`config.mk`:
```
export PLATFORM = sky130hd
export DESIGN_NAME = cmplx_mult_seq
export DESIGN_NICKNAME = d
export VERILOG_FILES = /design/src/rtl/cmplx_mult_seq.sv
export SDC_FILE = /design/constraint.sdc
export NUM_CORES = 1
export LEC_CHECK = 0
export CAP_MARGIN = 0
export CORE_AREA = 2 2 185 187
export CTS_CLUSTER_SIZE = 14
export DETAILED_ROUTE_END_ITERATION = 8
export DIE_AREA = 0 0 187 189
export PLACE_DENSITY_LB_ADDON = 0.1
export SETUP_SLACK_MARGIN = 0.5
export SYNTH_ARGS = -nofsm -noshare
export SYNTH_HDL_FRONTEND = slang
export SYNTH_SLANG_ARGS = --single-unit
export TNS_END_PERCENT = 30
```
`constraint.sdc`:
```
create_clock -name clk -period 4.39 [get_ports clk]
set_input_delay 1.0975 -clock clk [delete_from_list [all_inputs] [get_ports clk]]
set_output_delay 1.0975 -clock clk [all_outputs]
set_load 0.005 [all_outputs]
```
`src/rtl/cmplx_mult_seq.sv`:
```
// rtl/cmplx_mult_seq.sv - four-cycle complex multiply sequencer over one shared real multiplier

module cmplx_mult_seq #(
    parameter int WORD_SIZE = 37,
    parameter int HALF_SIZE = 18
) (
    input  logic                 clk,
    input  logic                 rst,
    input  logic                 in_valid,
    output logic                 in_ready,
    input  logic [WORD_SIZE-1:0] a_re,
    input  logic [WORD_SIZE-1:0] a_im,
    input  logic [WORD_SIZE-1:0] b_re,
    input  logic [WORD_SIZE-1:0] b_im,
    output logic                 out_valid,
    input  logic                 out_ready,
    output logic [WORD_SIZE-1:0] c_re,
    output logic [WORD_SIZE-1:0] c_im,
    output logic [WORD_SIZE-1:0] mult_a,
    output logic [WORD_SIZE-1:0] mult_b,
    input  logic [WORD_SIZE-1:0] mult_c
);

    if (HALF_SIZE <= 0 || HALF_SIZE >= WORD_SIZE) begin : g_bad_format
        $error("cmplx_mult_seq: HALF_SIZE must lie strictly between 0 and WORD_SIZE");
    end

    typedef enum logic [2:0] {
        IDLE = 3'd0,
        M0   = 3'd1,
        M1   = 3'd2,
        M2   = 3'd3,
        M3   = 3'd4,
        DONE = 3'd5
    } state_t;

    state_t               state;
    state_t               state_next;

    logic [WORD_SIZE-1:0] a_re_q;
    logic [WORD_SIZE-1:0] a_im_q;
    logic [WORD_SIZE-1:0] b_re_q;
    logic [WORD_SIZE-1:0] b_im_q;
    logic [WORD_SIZE-1:0] acc_re;
    logic [WORD_SIZE-1:0] acc_im;

    // Shared multiplier operands are forced to zero outside M0..M3 so it never toggles idle.
    always_comb begin
        state_next = state;
        mult_a     = '0;
        mult_b     = '0;
        case (state)
            IDLE: begin
                if (in_valid) state_next = M0;
            end
            M0: begin
                mult_a     = a_re_q;
                mult_b     = b_re_q;
                state_next = M1;
            end
            M1: begin
                mult_a     = a_im_q;
                mult_b     = b_im_q;
                state_next = M2;
            end
            M2: begin
                mult_a     = a_re_q;
                mult_b     = b_im_q;
                state_next = M3;
            end
            M3: begin
                mult_a     = a_im_q;
                mult_b     = b_re_q;
                state_next = DONE;
            end
            DONE: begin
                if (out_ready) state_next = IDLE;
            end
            default: state_next = IDLE;
        endcase
    end

    always_ff @(posedge clk) begin
        if (rst) begin
            state  <= IDLE;
            a_re_q <= '0;
            a_im_q <= '0;
            b_re_q <= '0;
            b_im_q <= '0;
            acc_re <= '0;
            acc_im <= '0;
        end else begin
            state <= state_next;
            if (state == IDLE && in_valid) begin
                a_re_q <= a_re;
                a_im_q <= a_im;
                b_re_q <= b_re;
                b_im_q <= b_im;
            end
            // Accumulation wraps modulo 2^WORD_SIZE; no saturation.
            case (state)
                M0:      acc_re <= mult_c;
                M1:      acc_re <= acc_re - mult_c;
                M2:      acc_im <= mult_c;
                M3:      acc_im <= acc_im + mult_c;
                default: ;
            endcase
        end
    end

    assign in_ready  = (state == IDLE);
    assign out_valid = (state == DONE);
    assign c_re      = acc_re;
    assign c_im      = acc_im;

endmodule

```
==> reports/metrics.cfg, run 1 <==
[synth]
synth_nets=1986
synth_edf_count=0
synth_area_leaders=dfxtp_1 34%, nand2_1 10%, a21oi_1 8.7%
ys_warn_count=0
synth_area_mm2=0.0132
synth_top_area_frac=0.340
syn_area_per_cell_um2=7.68
ys_seq_elements=225
ys_seq_area_frac=0.340
synth.distinct_cells=71
ys_dominant_reg_cell=dfxtp_1
syn_inst=1723
synth_area_leader_cell=dfxtp_1
async_flop_share=0

[finish]
fillCellCount=3174
multiInputGateArea_mm2=0.00809
utilization=0.544
final_common_cell=nand2_1
final_nets=2280
seq_area_mm2=0.00451
final_cell_mix=364 x nand2_1, 337 x clkdlybuf4s50_1, 231 x a21oi_1
drive_above_1_share=0.0624
area_delta_synth_final_pct=36.8

[global_routing]
first_global_vias=13100
grt_first_pass_wirelength_um=70400
grt_max_degree=113
antenna_found_initial=4
overflow=0
grt_use_total=0.242

[sta]
rsz0062_at_grt=true
layout_setup_ws_ns=0.539
period_share=0.877
tns_ns=0
period_needed_ns=3.85
maxSlewViolCount=0
tightestPinTransition_ns=1.02
clock_skew_ns=0.0107
setup_viol=0
hold_viol=0
fmax_mhz=260
whs_ns=0.452
relSlewSlack=0.318

[placement]
place_congestion=0.885
dpl.hpwl_um=31500
dp_slack_ns=-0.0154
portBuffers=338

[routing]
initialDrtViolationCount=704
routedWlPerCell_um=17.9
num_vias=13400
dr.pass1.iters=5
wl_um=44400
postRouteAntennaNets=0
via_per_inst=5.39
post-route-drc-count=0

[worst_setup_path]
critPathRequiredTime_ns=4.80
cp-startpoint=mult_c[0]
reg2reg_to=c_im[36]
r2r_slack_ns=1.21
endpoint_kind=register
crit_type=in2reg
reg2regPathDepth=12
path_max_fanout=4
arrival_ns=4.26
cp-start-kind=primary input
r2r-start=c_im[0]
cp-endpoint=c_im[36]

[die]
dieArea_mm2=0.0353
die_y_um=189
ios=339
die_x_um=187
core_area_mm2=0.0333
num_rows=67
start_util=0.398

[run_status]
status=complete, no violations

[cts]
cts_setup_buffers=0
clkSinkCount=225
cts_tree=done
tritoncts.num_buffers=27
cts_root_buf=clkbuf_16
clock_path_buffers=3
clkTransAtPathRegs_ns=0.06
cts_hold_buffers=0
clk_latency_ns=0.56
h-tree-depth=1

[power]
ir_drop_uv=318
leakage_uw=0.00732
total_power_uw=6880
powerDensity_mw_per_mm2=380

[job]
maxCapViolCount=0

[min_path]
hold_class=reg2reg

## stage by stage
stage / cell area, um^2 / instances
after floorplan: 13200 / 1723
final: 18100 / 2487
after global routing: 18100 / 2485
after CTS: 18100 / 2484
after detailed placement: 17200 / 2436
after global placement: 17200 / 2436
## critical path, stage by stage
cell and delay, ns:
clkdlybuf4s50_1 0.46, ha_1 0.23, fa_1 0.41, a21oi_1 0.27, o211ai_2 0.15, o2111ai_2 0.15
o21ai_0 0.17, a221oi_1 0.31, nor3_1 0.08, buf_4 0.18, a31o_2 0.23, a2111oi_0 0.42
a211oi_1 0.09
## cell families after synthesis
kind of cell / synth area share
AND/OR/NAND/NOR: 0.198
flip-flops: 0.340
multiplexers: 0.0251
XOR/XNOR: 0.0417
buffers and inverters: 0.0514
AO/OA/AOI/OAI: 0.272
adder cells (fa/ha/maj): 0.0711
## report_power, final
part	total (uW)	leakage (uW)	switching, uW	internal (uW)
clock	2290	0.000439	925	1360
sequential	2430	0.00184	171	2260
combinational	2170	0.00504	1150	1010
## timing repair
action	in CTS	in global routing
hold endpoints to repair	0	0
endpoints found under the setup margin	74	79
gates resized for setup	2	2
## synth_stat cells, drive strengths merged, types with 5 or more instances
| cell type | n |
|---|---|
| a211oi | 40 |
| a21o | 47 |
| a21oi | 231 |
| a221oi | 8 |
| a22o | 74 |
| a311oi | 31 |
| a31oi | 11 |
| and2 | 7 |
| and3 | 6 |
| buf | 8 |
| clkbuf | 122 |
| dfxtp | 225 |
| ha | 72 |
| inv | 50 |
| mux2i | 32 |
| nand2 | 367 |
| nand2b | 8 |
| nand3 | 46 |
| nand4 | 18 |
| nor2 | 116 |
| nor2b | 13 |
| nor3 | 14 |
| o211ai | 5 |
| o21a | 9 |
| o21ai | 35 |
| o21bai | 6 |
| o31ai | 5 |
| or3 | 7 |
| xnor2 | 39 |
| xor2 | 24 |
## per-layer routing
metal / GRT usage / part of all wire / vias to the layer above
li1: - / - / 6674
met1: 0.297 / 0.42 / 6245
met2: 0.408 / 0.46 / 419
met3: 0.0775 / 0.087 / 67
met4: 0.0659 / 0.027 / 6
met5: 0 / 0.00088 / -
## final cells by class
class,count,area share
clock buffer,46,0.0468
timing repair buffer,395,0.213
clock inverter,2,0.00277
inverter,50,0.0104
multi-input combinational,1318,0.447
sequential,225,0.249
tap,448,0.0310
antenna,3,0.000415
## how the worst min path moves through the flow
stage | startpoint | to | slack (ns) | cells after the start
after floorplan | a_im_q[0] | a_im_q[0] | 0.44 | 2
after global placement | b_re_q[9] | b_re_q[9] | 0.44 | 2
after detailed placement | b_re_q[32] | b_re_q[32] | 0.45 | 2
after CTS | b_re_q[32] | b_re_q[32] | 0.45 | 2
after global routing | b_re_q[36] | b_re_q[36] | 0.47 | 2
final | a_im_q[13] | a_im_q[13] | 0.45 | 2
## registers in the layout (all words and copies together) (netlist names)
name    flops
c_im       37
a_im_q     37
b_im_q     37
c_re       37
a_re_q     37
state       3
b_re_q     37
(Power assumes the default switching activity.)
==> run 2: changes to the inputs <==
- CTS_BUF_LIST: default -> sky130_fd_sc_hd__clkbuf_16
- SKIP_LAST_GASP: default -> 1
- clock period: 4.39 -> 3.3 ns (I/O delays scaled with it)
==> reports/metrics.cfg, run 2 (synthesis results as in run 1) <==
[worst_setup_path]
path_max_fanout=4  ; unchanged
arrival_ns=2.27  ; -1.99 ns
endpoint_kind=primary output
critPathRequiredTime_ns=2.47  ; -2.33 ns
reg2reg_to=c_im[34]
cp_cell_sequence=nor2b_4 -> nor2b_4 -> nand2b_4 -> buf_12 -> buf_16 -> buf_12 -> buf_8 -> buf_6 -> a22o_1 -> buf_6
cp_slowest_cell=dfxtp_2
r2r-start=c_im[0]
cp-start-kind=register
cp-endpoint=mult_b[35]
r2r_slack_ns=0.39  ; -0.82 ns
slowest_delay_ns=0.32  ; -0.14 ns
crit_type=reg2out
cp-startpoint=state[0]
reg2regPathDepth=12  ; unchanged

[run_status]
status=complete, no violations

[sta]
tightestPinTransition_ns=0.763  ; -0.256 ns
period_share=0.939
rsz0062_at_grt=true
setup_viol=0  ; unchanged
relSlewSlack=0.491  ; +0.173
period_needed_ns=3.10
hold_viol=0  ; unchanged
fmax_mhz=323
layout_setup_ws_ns=0.200  ; -0.338 ns
tns_ns=0  ; unchanged
maxSlewViolCount=0  ; unchanged
clock_skew_ns=0.0126  ; +0.00195 ns

[routing]
dr.pass1.iters=6  ; +1
wl_um=47600  ; +7.2%
via_per_inst=5.32  ; -1.3%
post-route-drc-count=0  ; unchanged
initialDrtViolationCount=840  ; +19%
num_vias=14300  ; +6.5%
postRouteAntennaNets=0  ; unchanged
routedWlPerCell_um=17.8  ; -0.59%

[die]
core_area_mm2=0.0333  ; unchanged
num_rows=67  ; unchanged
start_util=0.398  ; unchanged
die_y_um=189  ; unchanged
dieArea_mm2=0.0353  ; unchanged
die_x_um=187  ; unchanged
ios=339  ; unchanged

[finish]
area_delta_synth_final_pct=54.6
drive_above_1_share=0.195  ; +0.132
final_common_cell=nand2_1
final_nets=2475  ; +8.6%
final_cell_mix=361 x nand2_1, 253 x clkdlybuf4s50_1, 220 x buf_4

[global_routing]
grt_first_pass_wirelength_um=74700  ; +6.2%
first_global_vias=14000  ; +7.0%
grt_use_total=0.259  ; +0.0170
overflow=0  ; unchanged
grt_max_degree=149  ; +32%
antenna_found_initial=4  ; unchanged

[placement]
dp_slack_ns=-0.714  ; -0.699 ns
dpl.hpwl_um=33000  ; +4.9%
portBuffers=338  ; unchanged
place_congestion=0.872  ; -1.5%

[power]
intPower_uw=6520  ; +41%
swShare=0.332  ; +0.00499
clkPwrFrac=0.296  ; -0.036
pwr-share-comb=0.373  ; +0.058
powerDensity_mw_per_mm2=477  ; +25%
leakage_uw=0.00890  ; +22%
switching_power_uw=3240  ; +44%
ir_drop_uv=323  ; +1.5%
pwr-share-seq=0.331  ; -0.022

[cts]
clkSinkCount=225  ; unchanged
tritoncts.num_buffers=28  ; +3.7%
clkTransAtPathRegs_ns=0.06  ; about the same
clock_path_buffers=3  ; unchanged
clk_latency_ns=0.54  ; -0.02 ns
h-tree-depth=1  ; unchanged
cts_root_buf=clkbuf_16
cts_hold_buffers=0  ; unchanged
cts_tree=done

[job]
maxCapViolCount=0  ; unchanged

[min_path]
hold_class=reg2reg

==> run 2: cell types whose count changed in the layout (fill, tap and decap cells not counted), moves of 17 or more <==
| cell | delta |
|---|---|
| clkdlybuf4s50_1 | -84 |
| ha_4 | +28 |
| buf_4 | +167 |
| dlymetal6s2s_1 | +17 |
| dlygate4sd2_1 | +40 |
| ha_1 | -31 |
| a21oi_1 | -19 |
==> run 2: how the worst min path moves through the flow <==
| stage | to | cells after the start | start | slack, ns |
|---|---|---|---|---|
| after global routing | a_im_q[16] | 2 | a_im_q[16] | 0.47 |
| after CTS | a_im_q[4] | 2 | a_im_q[4] | 0.45 |
| final | b_re_q[34] | 2 | b_re_q[34] | 0.45 |
| after global placement | b_re_q[34] | 2 | b_re_q[34] | 0.44 |
| after floorplan | a_im_q[0] | 2 | a_im_q[0] | 0.44 |
| after detailed placement | a_im_q[4] | 2 | a_im_q[4] | 0.45 |
==> run 2: repair_timing <==
item                       in CTS  in global routing
setup endpoints to repair     127                107
pin swaps                      47                 30
gates resized for setup       160                 82
buffers inserted               26                  6
gates cloned                    4                  0
hold endpoints to repair        0                  0
==> run 2: final cells by class <==
cell class              count  area, um^2
well taps                 448         561
diodes                      1        2.50
fillers                  2994       12800
clock buffers              29         726
multi-input cells        1318        8760
flip-flops and latches    225        4520
inverters                  50         223
repair buffers            589        5530
clock inverters            23         138
==> run 2: worst max-delay path: cells and delay by family (launching register included) <==
family                 cells  cell delay [ns]
flip-flops                 1             0.32
buffers and inverters      6             0.77
AND/OR/NAND/NOR            3             0.44
AO/OA/AOI/OAI              1             0.19
==> run 2: per-layer routing <==
layer | wire length (um) | global-route usage
met5 | 26 | 0
met4 | 1100 | 0.0672
met3 | 4010 | 0.0778
met2 | 22300 | 0.443
met1 | 20200 | 0.318
==> run 2: per-stage QoR <==
stage / power (uW) / hold slack, ns / cells / utilization / area, um^2
floorplan: 5100 / 0.436 / 1723 / - / 13600
global placement: 6640 / 0.441 / 2594 / 0.566 / 18800
detailed placement: 6680 / 0.446 / 2594 / 0.566 / 18800
CTS: 9780 / 0.454 / 2676 / 0.609 / 20300
global route: 10300 / 0.466 / 2683 / 0.615 / 20500
finish: 9760 / 0.452 / 2683 / 0.615 / 20500
==> run 2: power by group through the flow <==
| stage | Combinational [uW] | Clock, uW | Sequential, uW |
|---|---|---|---|
| floorplan | 1880 | 0 | 3220 |
| global placement | 3360 | 0 | 3280 |
| detailed placement | 3390 | 0 | 3290 |
| CTS | 3600 | 2950 | 3230 |
| global route | 3960 | 3070 | 3260 |
| finish | 3640 | 2890 | 3230 |
